--- config.mk ---
export PLATFORM = sky130hd
export DESIGN_NAME = mem_arbiter_flat
export DESIGN_NICKNAME = d
export VERILOG_FILES = /design/src/rtl/mem_arbiter_pkg.sv /design/src/rtl/mem_arbiter_if.sv /design/src/rtl/mem_arbiter.sv /design/src/flat_wrapper.sv
export SDC_FILE = /design/constraint.sdc
export NUM_CORES = 1
export LEC_CHECK = 0
export CAP_MARGIN = 5
export CORE_AREA = 2 2 147 149
export CTS_BUF_LIST = sky130_fd_sc_hd__clkbuf_8
export CTS_CLUSTER_DIAMETER = 120
export DETAILED_ROUTE_END_ITERATION = 8
export DIE_AREA = 0 0 149 151
export PLACE_DENSITY = 0.67
export SKIP_CTS_REPAIR_TIMING = 1
export SLEW_MARGIN = 15
export SYNTH_ARGS = -nofsm -noshare
export SYNTH_HDL_FRONTEND = slang
export SYNTH_SLANG_ARGS = --single-unit
--- constraint.sdc ---
create_clock -name clk -period 2.6 [get_ports clk]
set_input_delay 0.26 -clock clk [delete_from_list [all_inputs] [get_ports clk]]
set_output_delay 0.26 -clock clk [all_outputs]
set_load 0.01 [all_outputs]
--- src/rtl/mem_arbiter_pkg.sv ---
// Shared types for the memory arbiter: FSM state encoding and the latched
// downstream request. Widths match the default 32-bit core datapath.
// No logic here; imported by the interface and the arbiter top.
package mem_arbiter_pkg;

  localparam int unsigned ARB_W = 32;

  typedef enum logic [1:0] {
    IDLE    = 2'd0,
    SERVE_I = 2'd1,
    SERVE_D = 2'd2
  } arb_state_t;

  // Request already formatted for the 64-bit cache port.
  typedef struct packed {
    logic                 read;
    logic                 write;
    logic [ARB_W-1:0]     address;
    logic [ARB_W/4-1:0]   be;
    logic [2*ARB_W-1:0]   wdata;
  } mem_req_t;

endpackage

--- src/rtl/mem_arbiter_if.sv ---
// Bundle of the fetch, LSQ and cache-port handshake signals around the arbiter.
// Ports: i_mem_* (fetch), lsq_mem_* (load/store queue), mem_* (cache port).
// slave = arbiter view, master = requester/cache environment view.
interface mem_arbiter_if
  import mem_arbiter_pkg::*;
#(
  parameter int unsigned width = ARB_W
);
  logic                 i_mem_read;
  logic [width-1:0]     i_mem_address;
  logic                 i_mem_resp;
  logic [2*width-1:0]   i_mem_rdata;

  logic                 lsq_mem_read;
  logic                 lsq_mem_write;
  logic [width-1:0]     lsq_mem_address;
  logic [width/8-1:0]   lsq_mem_byte_enable;
  logic [width-1:0]     lsq_mem_wdata;
  logic                 lsq_mem_resp;
  logic [width-1:0]     lsq_mem_rdata;

  logic                 mem_read;
  logic                 mem_write;
  logic [width-1:0]     mem_address;
  logic [width/4-1:0]   mem_byte_enable;
  logic [2*width-1:0]   mem_wdata;
  logic                 mem_resp;
  logic [2*width-1:0]   mem_rdata;

  modport slave (
    input  i_mem_read, i_mem_address,
    input  lsq_mem_read, lsq_mem_write, lsq_mem_address, lsq_mem_byte_enable, lsq_mem_wdata,
    input  mem_resp, mem_rdata,
    output i_mem_resp, i_mem_rdata, lsq_mem_resp, lsq_mem_rdata,
    output mem_read, mem_write, mem_address, mem_byte_enable, mem_wdata
  );

  modport master (
    output i_mem_read, i_mem_address,
    output lsq_mem_read, lsq_mem_write, lsq_mem_address, lsq_mem_byte_enable, lsq_mem_wdata,
    output mem_resp, mem_rdata,
    input  i_mem_resp, i_mem_rdata, lsq_mem_resp, lsq_mem_rdata,
    input  mem_read, mem_write, mem_address, mem_byte_enable, mem_wdata
  );

endinterface

--- src/rtl/mem_arbiter.sv ---
// Round-robin arbiter putting fetch and LSQ requests onto one 64-bit cache port.
// Latency: request in IDLE at N drives the cache port at N+1; mem_resp returns same cycle.
// Backpressure: one transaction outstanding; requesters hold their request until *_resp.
// Ports: clk, rst (sync, active high), flush (squashes fetch data), bus (slave modport).
module mem_arbiter
  import mem_arbiter_pkg::*;
#(
  parameter int unsigned width = ARB_W  // must equal ARB_W (request struct is sized by it)
) (
  input  logic          clk,
  input  logic          rst,
  input  logic          flush,
  mem_arbiter_if.slave  bus
);

  arb_state_t state_q;
  logic       last_grant_q;  // 0 = fetch granted last, 1 = LSQ granted last
  logic       squash_q;
  mem_req_t   req_q;         // doubles as the registered cache-port outputs

  logic       i_pend;
  logic       d_pend;
  mem_req_t   i_req;
  mem_req_t   d_req;

  assign i_pend = bus.i_mem_read;
  assign d_pend = bus.lsq_mem_read | bus.lsq_mem_write;

  always_comb begin
    i_req         = '0;
    i_req.read    = 1'b1;
    i_req.address = bus.i_mem_address;
    i_req.be      = '1;

    d_req         = '0;
    d_req.read    = bus.lsq_mem_read;
    d_req.write   = bus.lsq_mem_write;
    d_req.address = bus.lsq_mem_address;
    d_req.be      = {{(width/8){1'b0}}, bus.lsq_mem_byte_enable};
    d_req.wdata   = {{width{1'b0}}, bus.lsq_mem_wdata};
  end

  always_ff @(posedge clk) begin
    if (rst) begin
      state_q      <= IDLE;
      last_grant_q <= 1'b1;
      squash_q     <= 1'b0;
      req_q        <= '0;
    end else begin
      case (state_q)
        IDLE: begin
          if (i_pend && (!d_pend || last_grant_q)) begin
            state_q      <= SERVE_I;
            req_q        <= i_req;
            last_grant_q <= 1'b0;
            squash_q     <= flush;  // a flush in the grant cycle already kills this fetch
          end else if (d_pend) begin
            state_q      <= SERVE_D;
            req_q        <= d_req;
            last_grant_q <= 1'b1;
          end
        end
        SERVE_I: begin
          if (bus.mem_resp) begin
            squash_q <= 1'b0;
            // Fetch's own request line is still high here, so only LSQ can follow directly.
            if (d_pend) begin
              state_q      <= SERVE_D;
              req_q        <= d_req;
              last_grant_q <= 1'b1;
            end else begin
              state_q <= IDLE;
              req_q   <= '0;
            end
          end else if (flush) begin
            squash_q <= 1'b1;
          end
        end
        SERVE_D: begin
          if (bus.mem_resp) begin
            if (i_pend) begin
              state_q      <= SERVE_I;
              req_q        <= i_req;
              last_grant_q <= 1'b0;
              squash_q     <= flush;
            end else begin
              state_q <= IDLE;
              req_q   <= '0;
            end
          end
        end
        default: begin
          state_q <= IDLE;
          req_q   <= '0;
        end
      endcase
    end
  end

  // Cache port comes straight from the request register (cleared in IDLE).
  assign bus.mem_read        = req_q.read;
  assign bus.mem_write       = req_q.write;
  assign bus.mem_address     = req_q.address;
  assign bus.mem_byte_enable = req_q.be;
  assign bus.mem_wdata       = req_q.wdata;

  // Squashed fetches still complete downstream; only the response is suppressed.
  assign bus.i_mem_resp    = (state_q == SERVE_I) & bus.mem_resp & ~squash_q & ~flush;
  assign bus.lsq_mem_resp  = (state_q == SERVE_D) & bus.mem_resp;
  assign bus.i_mem_rdata   = bus.i_mem_resp ? bus.mem_rdata : '0;
  assign bus.lsq_mem_rdata = bus.lsq_mem_resp ? bus.mem_rdata[width-1:0] : '0;

endmodule
--- src/flat_wrapper.sv ---
// flat-port wrapper written by rule: the top's interface ports become plain ports
module mem_arbiter_flat import mem_arbiter_pkg::*;
#(
  parameter int unsigned width = ARB_W                                                     
)
  (clk, rst, flush, bus_i_mem_read, bus_i_mem_address, bus_lsq_mem_read, bus_lsq_mem_write, bus_lsq_mem_address, bus_lsq_mem_byte_enable, bus_lsq_mem_wdata, bus_mem_resp, bus_mem_rdata, bus_i_mem_resp, bus_i_mem_rdata, bus_lsq_mem_resp, bus_lsq_mem_rdata, bus_mem_read, bus_mem_write, bus_mem_address, bus_mem_byte_enable, bus_mem_wdata);
  mem_arbiter_if #(.width(width)) bus_i ();
  input  logic clk;
  input  logic rst;
  input  logic flush;
  input wire logic [$bits(bus_i.i_mem_read)-1:0] bus_i_mem_read;
  input wire logic [$bits(bus_i.i_mem_address)-1:0] bus_i_mem_address;
  input wire logic [$bits(bus_i.lsq_mem_read)-1:0] bus_lsq_mem_read;
  input wire logic [$bits(bus_i.lsq_mem_write)-1:0] bus_lsq_mem_write;
  input wire logic [$bits(bus_i.lsq_mem_address)-1:0] bus_lsq_mem_address;
  input wire logic [$bits(bus_i.lsq_mem_byte_enable)-1:0] bus_lsq_mem_byte_enable;
  input wire logic [$bits(bus_i.lsq_mem_wdata)-1:0] bus_lsq_mem_wdata;
  input wire logic [$bits(bus_i.mem_resp)-1:0] bus_mem_resp;
  input wire logic [$bits(bus_i.mem_rdata)-1:0] bus_mem_rdata;
  output wire logic [$bits(bus_i.i_mem_resp)-1:0] bus_i_mem_resp;
  output wire logic [$bits(bus_i.i_mem_rdata)-1:0] bus_i_mem_rdata;
  output wire logic [$bits(bus_i.lsq_mem_resp)-1:0] bus_lsq_mem_resp;
  output wire logic [$bits(bus_i.lsq_mem_rdata)-1:0] bus_lsq_mem_rdata;
  output wire logic [$bits(bus_i.mem_read)-1:0] bus_mem_read;
  output wire logic [$bits(bus_i.mem_write)-1:0] bus_mem_write;
  output wire logic [$bits(bus_i.mem_address)-1:0] bus_mem_address;
  output wire logic [$bits(bus_i.mem_byte_enable)-1:0] bus_mem_byte_enable;
  output wire logic [$bits(bus_i.mem_wdata)-1:0] bus_mem_wdata;
  assign bus_i.i_mem_read = bus_i_mem_read;
  assign bus_i.i_mem_address = bus_i_mem_address;
  assign bus_i.lsq_mem_read = bus_lsq_mem_read;
  assign bus_i.lsq_mem_write = bus_lsq_mem_write;
  assign bus_i.lsq_mem_address = bus_lsq_mem_address;
  assign bus_i.lsq_mem_byte_enable = bus_lsq_mem_byte_enable;
  assign bus_i.lsq_mem_wdata = bus_lsq_mem_wdata;
  assign bus_i.mem_resp = bus_mem_resp;
  assign bus_i.mem_rdata = bus_mem_rdata;
  assign bus_i_mem_resp = bus_i.i_mem_resp;
  assign bus_i_mem_rdata = bus_i.i_mem_rdata;
  assign bus_lsq_mem_resp = bus_i.lsq_mem_resp;
  assign bus_lsq_mem_rdata = bus_i.lsq_mem_rdata;
  assign bus_mem_read = bus_i.mem_read;
  assign bus_mem_write = bus_i.mem_write;
  assign bus_mem_address = bus_i.mem_address;
  assign bus_mem_byte_enable = bus_i.mem_byte_enable;
  assign bus_mem_wdata = bus_i.mem_wdata;
  mem_arbiter #(.width(width)) u_core (.clk(clk), .rst(rst), .flush(flush), .bus(bus_i));
endmodule
==> metrics.cfg <==
[floorplanning]
rows = 53
die_area_um2 = 22500
pin_count = 375
core_um2 = 20800
die_h_um = 151
start_util = 0.196
die_w_um = 149

[sta]
slew_viol_final = 0
hold_violations = 0
post-route-period-util = 0.953
final.setup_skew_ns = 0.0137
relSlewSlack = 0.659
worst_pin_slew_ns = 0.511
layout_min_cycle_time_ns = 2.48
clock.fmax_ghz = 0.404
setup_viol = 0

[clocking]
clk_pin_slew_worst_paths_ns = 0.09
ctsRootBufferMaster = clkbuf_8
cts_made_buffers = 9
insertion_delay_ns = 0.37
clk_path_buf_depth = 2
cts_tree = done
ctsHtreeMaxLevel = 3
clock-sinks = 74

[synth]
yosysTopAreaCell = dfxtp_1
synth-edff-count = 0
synthTopCellsByArea = dfxtp_1, and2_1, a22o_1
synth.most_common_cell = dfxtp_1
synth_cell_types = 33
synth_flop_cell = dfxtp_1
ys_ff_latch = 74
ys_top_cells_by_count = dfxtp_1, and2_1, a21oi_1, buf_4, o21ai_0
syn_avg_cell_area_um2 = 8.57
yosysWarnings = 0
synth_top_area_frac = 0.362
postSynthCellCount = 477
synth_area_um2 = 4090
ys_seq_area_frac = 0.362
async_reset_ff_frac = 0

[detailed_routing]
vias = 4754
wirelength_mm = 18.4
wl_per_cell_um = 17.1
first_pass_iters = 4
postRouteAntennaNets = 0
vias_per_cell = 4.41
initialDrtViolationCount = 176
drc = 0

[setup_path]
path_class = flip-flop to output port
cp_data_arrival_time_ns = 2.22
cp_max_fo = 17
endpoint_kind = output port
start_kind = flip-flop
worstPathRequired_ns = 2.34

[min_path]
hold_path.class = primary input to flip-flop

[power_and_ir_drop]
leakage_uw = 0.00366
irDropWorstVdd_mv = 0.371
powerDensity_nw_per_um2 = 640
power_uw = 5140

[global_routing]
grt-ovfl-total = 0
grt_pass1_vias = 4527
antenna_found_initial = 0
grt_max_degree = 53
grt_pass1_wl_mm = 26.0
track_usage = 0.149

[placement]
routabilityCongestion = 0.759
io_buffers = 342
placed_cell_area_um2 = 7630
hpwl_mm = 13.2

[cells_and_area]
areaGrowthSynthToFinish_pct = 96.2
design_area_um2 = 8030
nets = 972
diodes = 0
drive_gt1_frac = 0.0623
postLayoutCoreUtil = 0.385

[run]
drv_cap = 0

[run_status]
outcome = finished, final reports clean

## flip-flops by register name, summed over array words and instances (netlist names)
name                        cells
u_core.last_grant_q             1
u_core.state_q                  1
u_core.bus.mem_read             1
u_core.bus.mem_byte_enable      5
u_core.bus.mem_wdata           32
u_core.bus.mem_write            1
u_core.bus.mem_address         32
u_core.squash_q                 1
## per-layer routing
metal / global-route usage / vias up / part of all wire
met3: 0.0479 / 24 / 0.082
met5: 0 / - / 0
met1: 0.178 / 2200 / 0.41
met4: 0.0381 / 0 / 0.016
met2: 0.258 / 228 / 0.50
li1: - / 2302 / -
## cells by family after synthesis
kind of cell    count (synthesis)  synth area share
compound gates                190             0.315
fa+ha+maj                       4            0.0122
buf+inv                        87             0.125
flops                          74             0.362
mux                             1           0.00245
other cells                     1          0.000917
simple gates                  120             0.182
## critical path: stages (launching register included)
cell	delay, ns
dfxtp_1	0.36
inv_2	0.09
ha_4	0.15
nand2_1	0.08
nor3_4	0.21
buf_4	0.15
buf_6	0.15
and2_1	0.14
clkdlybuf4s50_1	0.53
## per-stage QoR
step                hold slack (ns)  worst slack (ns)  instances  TNS (ns)
global route                  0.424           -0.0215       1077    -0.156
global placement              0.445             0.268       1055         0
detailed placement            0.451             0.280       1055         0
CTS                           0.390           -0.0190       1071   -0.0332
floorplan                     0.393             0.560        508         0
finish                        0.402             0.123       1077         0
## final timing paths
path	depth (start not counted)	slack [ns]	to	startpoint
worst max register to register	6	0.40	u_core.bus.mem_wdata[11]$_SDFFE_PP0P_	u_core.state_q[1]$_SDFFE_PP0P_
worst max-delay path	8	0.12	bus_i_mem_rdata[22]	u_core.state_q[1]$_SDFFE_PP0P_
worst min-delay path	4	0.40	u_core.bus.mem_byte_enable[1]$_SDFFE_PP0P_	rst
worst min register to register	2	0.47	u_core.bus.mem_read$_SDFFE_PP0P_	u_core.bus.mem_read$_SDFFE_PP0P_
## cells in the final DEF, fill, tap and decap left out, types with 6 or more instances in the layout
master           count
clkdlybuf4s50_1    308
buf_4               15
a22o_1              32
clkbuf_8             9
conb_1              32
o2bb2ai_1            6
o21ai_0             36
and3_1              32
dfxtp_1             73
dlymetal6s2s_1      33
and2_1              65
a22oi_1             32
a21oi_1             42
a211oi_1            32
nand2_1              7
## cell type report
type	instances	area, um2
Sequential cell	74	1480
Inverter	2	7.51
Tap cell	275	344
Timing Repair Buffer	363	3720
Fill cell	2118	12800
Multi-Input combinational cell	347	2260
Clock buffer	9	124
Clock inverter	7	83.8
## power by group
| group | leakage [uW] | internal, uW | switching [uW] | total [uW] |
|---|---|---|---|---|
| Sequential | 0.000609 | 1410 | 197 | 1610 |
| Clock | 0.000102 | 461 | 525 | 986 |
| Combinational | 0.00295 | 1310 | 1240 | 2550 |
| Total | 0.00366 | 3180 | 1960 | 5140 |
Note: power is estimated with default switching activity, not from simulation.
